[src/rtl/madgwick_pkg.sv]
// madgwick_pkg: shared widths, sample/quaternion records and scheduler states
package madgwick_pkg;
  localparam int ACC_WIDTH = 16;
  localparam int GYRO_WIDTH = 16;
  localparam int Q_WIDTH = 32;
  typedef struct packed {
    logic [ACC_WIDTH-1:0] a_x, a_y, a_z;
    logic [GYRO_WIDTH-1:0] w_x, w_y, w_z;
  } imu_sample_t;
  typedef struct packed {
    logic [Q_WIDTH-1:0] q_w, q_x, q_y, q_z;
  } quat_t;
  typedef enum logic [1:0] {IDLE, ISSUE, WAIT, RECOVER} sched_state_t;
  function automatic logic [15:0] sat_inc(input logic [15:0] v);
    return (v == 16'hFFFF) ? v : v + 16'd1;
  endfunction
endpackage

[src/rtl/madgwick_sample_scheduler_if.sv]
// madgwick_sample_scheduler_if: scheduler-to-filter-core handshake bus
interface madgwick_sample_scheduler_if;
  import madgwick_pkg::*;
  logic core_rst_n, core_valid_in, core_ready_in, core_valid_out, core_ready_out;
  imu_sample_t core_data;
  quat_t core_q;
  modport master(
    output core_rst_n, core_valid_in, core_data, core_ready_out,
    input core_ready_in, core_valid_out, core_q
  );
  modport slave(
    input core_rst_n, core_valid_in, core_data, core_ready_out,
    output core_ready_in, core_valid_out, core_q
  );
endinterface

[src/rtl/madgwick_sample_fifo.sv]
// madgwick_sample_fifo: drop-oldest sample FIFO, flags each discarded entry
module madgwick_sample_fifo
  import madgwick_pkg::*;
#(
  parameter int DEPTH = 4
) (
  input  logic        clk,
  input  logic        rst,
  input  logic        flush,
  input  logic        push,
  input  logic        pop,
  input  imu_sample_t din,
  output imu_sample_t dout,
  output logic        empty,
  output logic        overrun
);
  localparam int AW = $clog2(DEPTH);
  imu_sample_t mem [DEPTH];
  logic [AW-1:0] rd_ptr, wr_ptr;
  logic [AW:0] count;
  logic drop;
  assign empty = count == '0;
  assign drop = push && !pop && count == (AW+1)'(DEPTH);
  assign overrun = drop;
  assign dout = mem[rd_ptr];
  always_ff @(posedge clk) begin
    if (rst || flush) begin
      rd_ptr <= '0;
      wr_ptr <= '0;
      count <= '0;
    end else begin
      if (push) mem[wr_ptr] <= din;
      wr_ptr <= push ? wr_ptr + 1'b1 : wr_ptr;
      rd_ptr <= (pop || drop) ? rd_ptr + 1'b1 : rd_ptr;
      count <= count + (AW+1)'(push && !drop) - (AW+1)'(pop);
    end
  end
endmodule

[src/rtl/madgwick_sample_scheduler.sv]
// madgwick_sample_scheduler: paces buffered IMU samples into the filter core, one update per tick
module madgwick_sample_scheduler
  import madgwick_pkg::*;
#(
  parameter int FIFO_DEPTH = 4,
  parameter int PERIOD_WIDTH = 24,
  parameter int TIMEOUT_CYCLES = 4096
) (
  input  logic                    clk,
  input  logic                    rst,
  input  logic                    enable,
  input  logic [PERIOD_WIDTH-1:0] period,
  input  logic                    smp_valid,
  output logic                    smp_ready,
  input  imu_sample_t             smp_data,
  madgwick_sample_scheduler_if.master core,
  output quat_t                   q_out,
  output logic                    q_valid,
  output logic                    busy,
  output logic [15:0]             overrun_cnt,
  output logic [15:0]             timeout_cnt
);
  localparam int WW = $clog2(TIMEOUT_CYCLES + 1);
  sched_state_t state, next;
  imu_sample_t head, data_q;
  logic empty, overrun, issue, hs_in, hs_out, expire, cap, wrap, tick_pending, rst_n_q, rc;
  logic [PERIOD_WIDTH-1:0] timer, per_q, lim;
  logic [WW-1:0] wd;
  madgwick_sample_fifo #(.DEPTH(FIFO_DEPTH)) u_fifo (
    .clk(clk), .rst(rst), .flush(!enable), .push(smp_valid && enable), .pop(issue),
    .din(smp_data), .dout(head), .empty(empty), .overrun(overrun)
  );
  assign smp_ready = enable;
  // period is sampled at the start of each count so a change lands on the next wrap
  assign lim = (timer == '0) ? period : per_q;
  assign wrap = enable && lim != '0 && timer == lim - 1'b1;
  assign issue = state == IDLE && enable && !empty && (period == '0 || tick_pending);
  assign hs_in = core.core_valid_in && core.core_ready_in;
  assign hs_out = core.core_valid_out && core.core_ready_out;
  assign expire = wd == WW'(TIMEOUT_CYCLES - 1);
  assign cap = enable && state == WAIT && hs_out && !expire;
  assign core.core_valid_in = state == ISSUE;
  assign core.core_ready_out = state == WAIT;
  assign core.core_data = data_q;
  assign core.core_rst_n = rst_n_q;
  assign busy = state != IDLE;
  always_comb begin
    next = !enable ? IDLE
      : ((state == ISSUE || state == WAIT) && expire) ? RECOVER
      : state == IDLE ? (issue ? ISSUE : IDLE)
      : state == ISSUE ? (hs_in ? WAIT : ISSUE)
      : state == WAIT ? (hs_out ? IDLE : WAIT)
      : (rc ? IDLE : RECOVER);
  end
  always_ff @(posedge clk) begin
    if (rst) begin
      state <= IDLE;
      data_q <= '0;
      q_out <= '0;
      q_valid <= 1'b0;
      rst_n_q <= 1'b0;
      overrun_cnt <= '0;
      timeout_cnt <= '0;
      timer <= '0;
      per_q <= '0;
      tick_pending <= 1'b0;
      wd <= '0;
      rc <= 1'b0;
    end else begin
      state <= next;
      rst_n_q <= enable && state != RECOVER;
      timer <= (!enable || wrap || lim == '0) ? '0 : timer + 1'b1;
      per_q <= (timer == '0) ? period : per_q;
      tick_pending <= enable && (wrap || (tick_pending && !issue));
      wd <= ((state == ISSUE || state == WAIT) && (next == ISSUE || next == WAIT)) ? wd + 1'b1 : '0;
      rc <= state == RECOVER && !rc;
      data_q <= issue ? head : data_q;
      q_valid <= cap;
      q_out <= cap ? core.core_q : q_out;
      overrun_cnt <= overrun ? sat_inc(overrun_cnt) : overrun_cnt;
      timeout_cnt <= (next == RECOVER && state != RECOVER) ? sat_inc(timeout_cnt) : timeout_cnt;
    end
  end
endmodule

[src/flat_wrapper.sv]
// flat-port wrapper written by rule: the top's interface ports become plain ports
module madgwick_sample_scheduler_flat import madgwick_pkg::*;
#(
  parameter int FIFO_DEPTH = 4,
  parameter int PERIOD_WIDTH = 24,
  parameter int TIMEOUT_CYCLES = 4096
)
  (clk, rst, enable, period, smp_valid, smp_ready, smp_data, q_out, q_valid, busy, overrun_cnt, timeout_cnt, core_core_rst_n, core_core_valid_in, core_core_data, core_core_ready_out, core_core_ready_in, core_core_valid_out, core_core_q);
  madgwick_sample_scheduler_if core_i ();
  input  logic clk;
  input  logic rst;
  input  logic enable;
  input  logic [PERIOD_WIDTH-1:0] period;
  input  logic smp_valid;
  output logic smp_ready;
  input  imu_sample_t smp_data;
  output quat_t q_out;
  output logic q_valid;
  output logic busy;
  output logic [15:0] overrun_cnt;
  output logic [15:0] timeout_cnt;
  output wire logic [$bits(core_i.core_rst_n)-1:0] core_core_rst_n;
  output wire logic [$bits(core_i.core_valid_in)-1:0] core_core_valid_in;
  output wire logic [$bits(core_i.core_data)-1:0] core_core_data;
  output wire logic [$bits(core_i.core_ready_out)-1:0] core_core_ready_out;
  input wire logic [$bits(core_i.core_ready_in)-1:0] core_core_ready_in;
  input wire logic [$bits(core_i.core_valid_out)-1:0] core_core_valid_out;
  input wire logic [$bits(core_i.core_q)-1:0] core_core_q;
  assign core_core_rst_n = core_i.core_rst_n;
  assign core_core_valid_in = core_i.core_valid_in;
  assign core_core_data = core_i.core_data;
  assign core_core_ready_out = core_i.core_ready_out;
  assign core_i.core_ready_in = core_core_ready_in;
  assign core_i.core_valid_out = core_core_valid_out;
  assign core_i.core_q = core_core_q;
  madgwick_sample_scheduler #(.FIFO_DEPTH(FIFO_DEPTH), .PERIOD_WIDTH(PERIOD_WIDTH), .TIMEOUT_CYCLES(TIMEOUT_CYCLES)) u_core (.clk(clk), .rst(rst), .enable(enable), .period(period), .smp_valid(smp_valid), .smp_ready(smp_ready), .smp_data(smp_data), .core(core_i), .q_out(q_out), .q_valid(q_valid), .busy(busy), .overrun_cnt(overrun_cnt), .timeout_cnt(timeout_cnt));
endmodule
[config.mk]
export PLATFORM = sky130hd
export DESIGN_NAME = madgwick_sample_scheduler_flat
export DESIGN_NICKNAME = d
export VERILOG_FILES = /design/src/rtl/madgwick_pkg.sv /design/src/rtl/madgwick_sample_scheduler_if.sv /design/src/rtl/madgwick_sample_fifo.sv /design/src/rtl/madgwick_sample_scheduler.sv /design/src/flat_wrapper.sv
export SDC_FILE = /design/constraint.sdc
export NUM_CORES = 1
export LEC_CHECK = 0
export BUFFER_PORTS_ARGS = -buffer_cell sky130_fd_sc_hd__buf_2
export CORE_MARGIN = 3
export CORE_UTILIZATION = 34
export DETAILED_ROUTE_END_ITERATION = 10
export SETUP_SLACK_MARGIN = 0.02
export SYNTH_ARGS = -nofsm -noshare
export SYNTH_HDL_FRONTEND = slang
export SYNTH_SLANG_ARGS = --single-unit
[constraint.sdc]
create_clock -name clk -period 7.5 [get_ports clk]
set_input_delay 1.125 -clock clk [delete_from_list [all_inputs] [get_ports clk]]
set_output_delay 1.125 -clock clk [all_outputs]
set_load 0.02 [all_outputs]
==> impl_metrics.tcl <==
set metrics [dict create \
    status "finished clean" \
    final-setup-viol-count 0 \
    initial_core_util_pct 34.65 \
    synth.avg_cell_area_um2 12.21 \
    dieArea_mm2 0.08476 \
    multi_input_area_mm2 0.008915 \
    vias_per_cell 4.921 \
    slew_headroom_pct 27.93 \
    min_from "u_core.rc" \
    arrival_ns 5.80 \
    grt_pass1_wl_um 114300 \
    drive_gt1_share_pct 27.66 \
    fin_tns_setup_ns 0 \
    cp_max_fo 24 \
    dp_cells 3711 \
    postCtsHoldBufs 0 \
    synth_edf_count 384 \
    finalCriticalPeriod_ns 5.363 \
    io_buffers 515 \
    maxCapViolCount 0 \
    drtAntennaViolNets 0 \
    powerDensity_mw_per_mm2 250.6 \
    die_h_um 291.1 \
    wl_um 75380 \
    htree_levels 3 \
    cts_tree "yes" \
    tightest_slew_ns 1.071 \
    ir_drop_mv 0.1960 \
    cts_root_buffer "clkbuf_16" \
    numCtsBuffers 80 \
    final_cell_area_mm2 0.03401 \
    cts_resized 0 \
    hold_violations 0 \
    instances_no_fill 3868 \
    hpwl_um 48770 \
    syn_to_final_growth_pct 23.03 \
    drtIter0Drc 1201 \
    worstSetupPathType "reg -> reg" \
    die_w_um 291.1 \
    num_vias 19036 \
    syn_nets 2537 \
    clk_path_buf_depth 3 \
    final_core_util_pct 42.64 \
    r2r-start "u_core.timer[0]" \
    cp-end-kind "register" \
    syn_area_mm2 0.02764 \
    synthFlopType "edfxtp_1" \
    grt_start_max_net_pins 104 \
    grt_pass1_vias 18588 \
    first_pass_iters 7 \
    final_nets 3016 \
    synth_cell_type_count 69 \
    gr-total-overflow 0 \
    hold_class "reg -> reg" \
    clock_latency_ns 0.65 \
    period_share_pct 71.50 \
    synth_warnings 0 \
    crit_start "u_core.timer[0]" \
    start_kind "register" \
    fin_worst_hold_slack_ns 0.4453 \
    clock.fmax_mhz 186.5 \
    core_area_mm2 0.07977 \
    ys_seq_elements 714 \
    synthArstFlopShare_pct 0 \
    cts_setup_buffers 0 \
    placedInstanceArea_mm2 0.03120 \
    gp_congestion 0.8792 \
    cts.sinks 714 \
    seq_area_frac_synth_pct 65.61 \
    rsz0062_at_grt "no" \
    drc 0 \
    antenna_found_initial 20 \
    drv_slew 0 \
    grt_usage_pct 17.22 \
    worst-endpoint-required_ns 7.93 \
    seqCellArea_mm2 0.01814 \
    final_common_cell "nand2_1" \
    cts.reportedPaths.clkPinSlew_ns 0.06 \
    syn_inst 2264 \
    boundaryPins 516 \
    final_cell_mix "nand2_1 (519), buf_2 (514), edfxtp_1 (384)" \
    p_leak_uw 0.01221 \
    finClkSkew_ns 0.05190 \
    wl_per_cell_um 19.49 \
    num-fill-cells 7525 \
    num_rows 103 \
]
[logic make-up after synthesis]
family / after synthesis / share of synthesized area, %
buffers and inverters: 162 / 2.281
adder cells (fa/ha/maj): 19 / 0.8871
AND/OR/NAND/NOR: 841 / 13.57
flip-flops: 714 / 65.61
multiplexers: 114 / 8.491
XOR/XNOR: 89 / 2.820
AO/OA/AOI/OAI: 325 / 6.337
[path summary, 6_finish.rpt]
check	endpoint	slack (ns)	cells after the start
min reg2reg	u_core.rc	0.45	1
min	u_core.rc	0.45	1
max	u_core.timer[10]	2.14	15
max reg2reg	u_core.timer[10]	2.14	15
[worst max-delay path: stages, from the launching register on]
cell       delay, ns
dfxtp_1         0.33
inv_1           0.13
ha_1            0.15
nor4b_2         0.28
nand4_2         0.46
o21ai_0         0.41
and2_1          0.23
ha_1            0.54
nand4bb_1       0.22
or4_1           0.56
xor2_1          0.17
mux2i_1         0.17
xor2_1          0.09
or4_4           0.50
nor3_4          0.84
nor4_1          0.12
[area by class of cell]
type	count	share of cell area (%)
clock buffer	111	6.552
clock inverter	37	1.648
multi-input combinational	1388	26.21
timing repair buffer	534	8.027
antenna	9	0.06622
tap	1050	3.863
sequential	714	53.35
inverter	25	0.2833
[power breakdown]
group | switching [µW] | total [µW] | internal [µW]
Clock | 1640 | 4060 | 2420
Sequential | 19.9 | 4170 | 4150
Combinational | 178 | 294 | 115
Total | 1840 | 8520 | 6680
[synth_stat cells (10+ instances only)]
cell type	number	area share (%)
or4_1	10	0.27
nor2_1	94	1.3
clkbuf_1	118	1.6
dfxtp_1	330	24
and2_1	12	0.27
nand4_1	22	0.50
mux4_2	96	7.8
edfxtp_1	384	42
inv_1	25	0.34
and3_1	17	0.38
a21oi_1	263	4.8
nor3_1	32	0.58
xnor2_1	51	1.6
nand2_1	519	7.0
o21ai_0	21	0.38
nor4_1	38	0.86
mux2i_1	14	0.51
nand3_1	29	0.53
ha_1	18	0.81
xor2_1	38	1.2
or3_1	19	0.43
[metrics by stage]
step	setup WS, ns	power [µW]
6_report	2.137	8523
5_1_grt	1.765	8823
4_1_cts	2.158	8636
3_5_place_dp	2.176	4544
3_3_place_gp	2.264	4544
2_1_floorplan	2.904	4395
[flip-flops by register name (all words and copies together), names as in the netlist, 2 cells and up]
name,flops
u_core.core.core_data,96
u_core.q_out,128
u_core.per_q,24
u_core.overrun_cnt,16
u_core.u_fifo.wr_ptr,2
u_core.wd,13
u_core.state,2
u_core.u_fifo.count,3
u_core.timer,24
u_core.u_fifo.mem,384
u_core.timeout_cnt,16
u_core.u_fifo.rd_ptr,2
[per-layer routing]
| metal | up-vias | wire length, µm | part of all wire [%] | GRT usage, % |
|---|---|---|---|---|
| met2 | 597 | 34970 | 46 | 27.07 |
| met4 | 18 | 1833 | 2.4 | 5.138 |
| li1 | 9076 | - | - | - |
| met3 | 135 | 6194 | 8.2 | 5.669 |
| met5 | - | 138 | 0.18 | 0 |
| met1 | 9210 | 32240 | 43 | 22.66 |
Power figures use the tool's default switching activity.
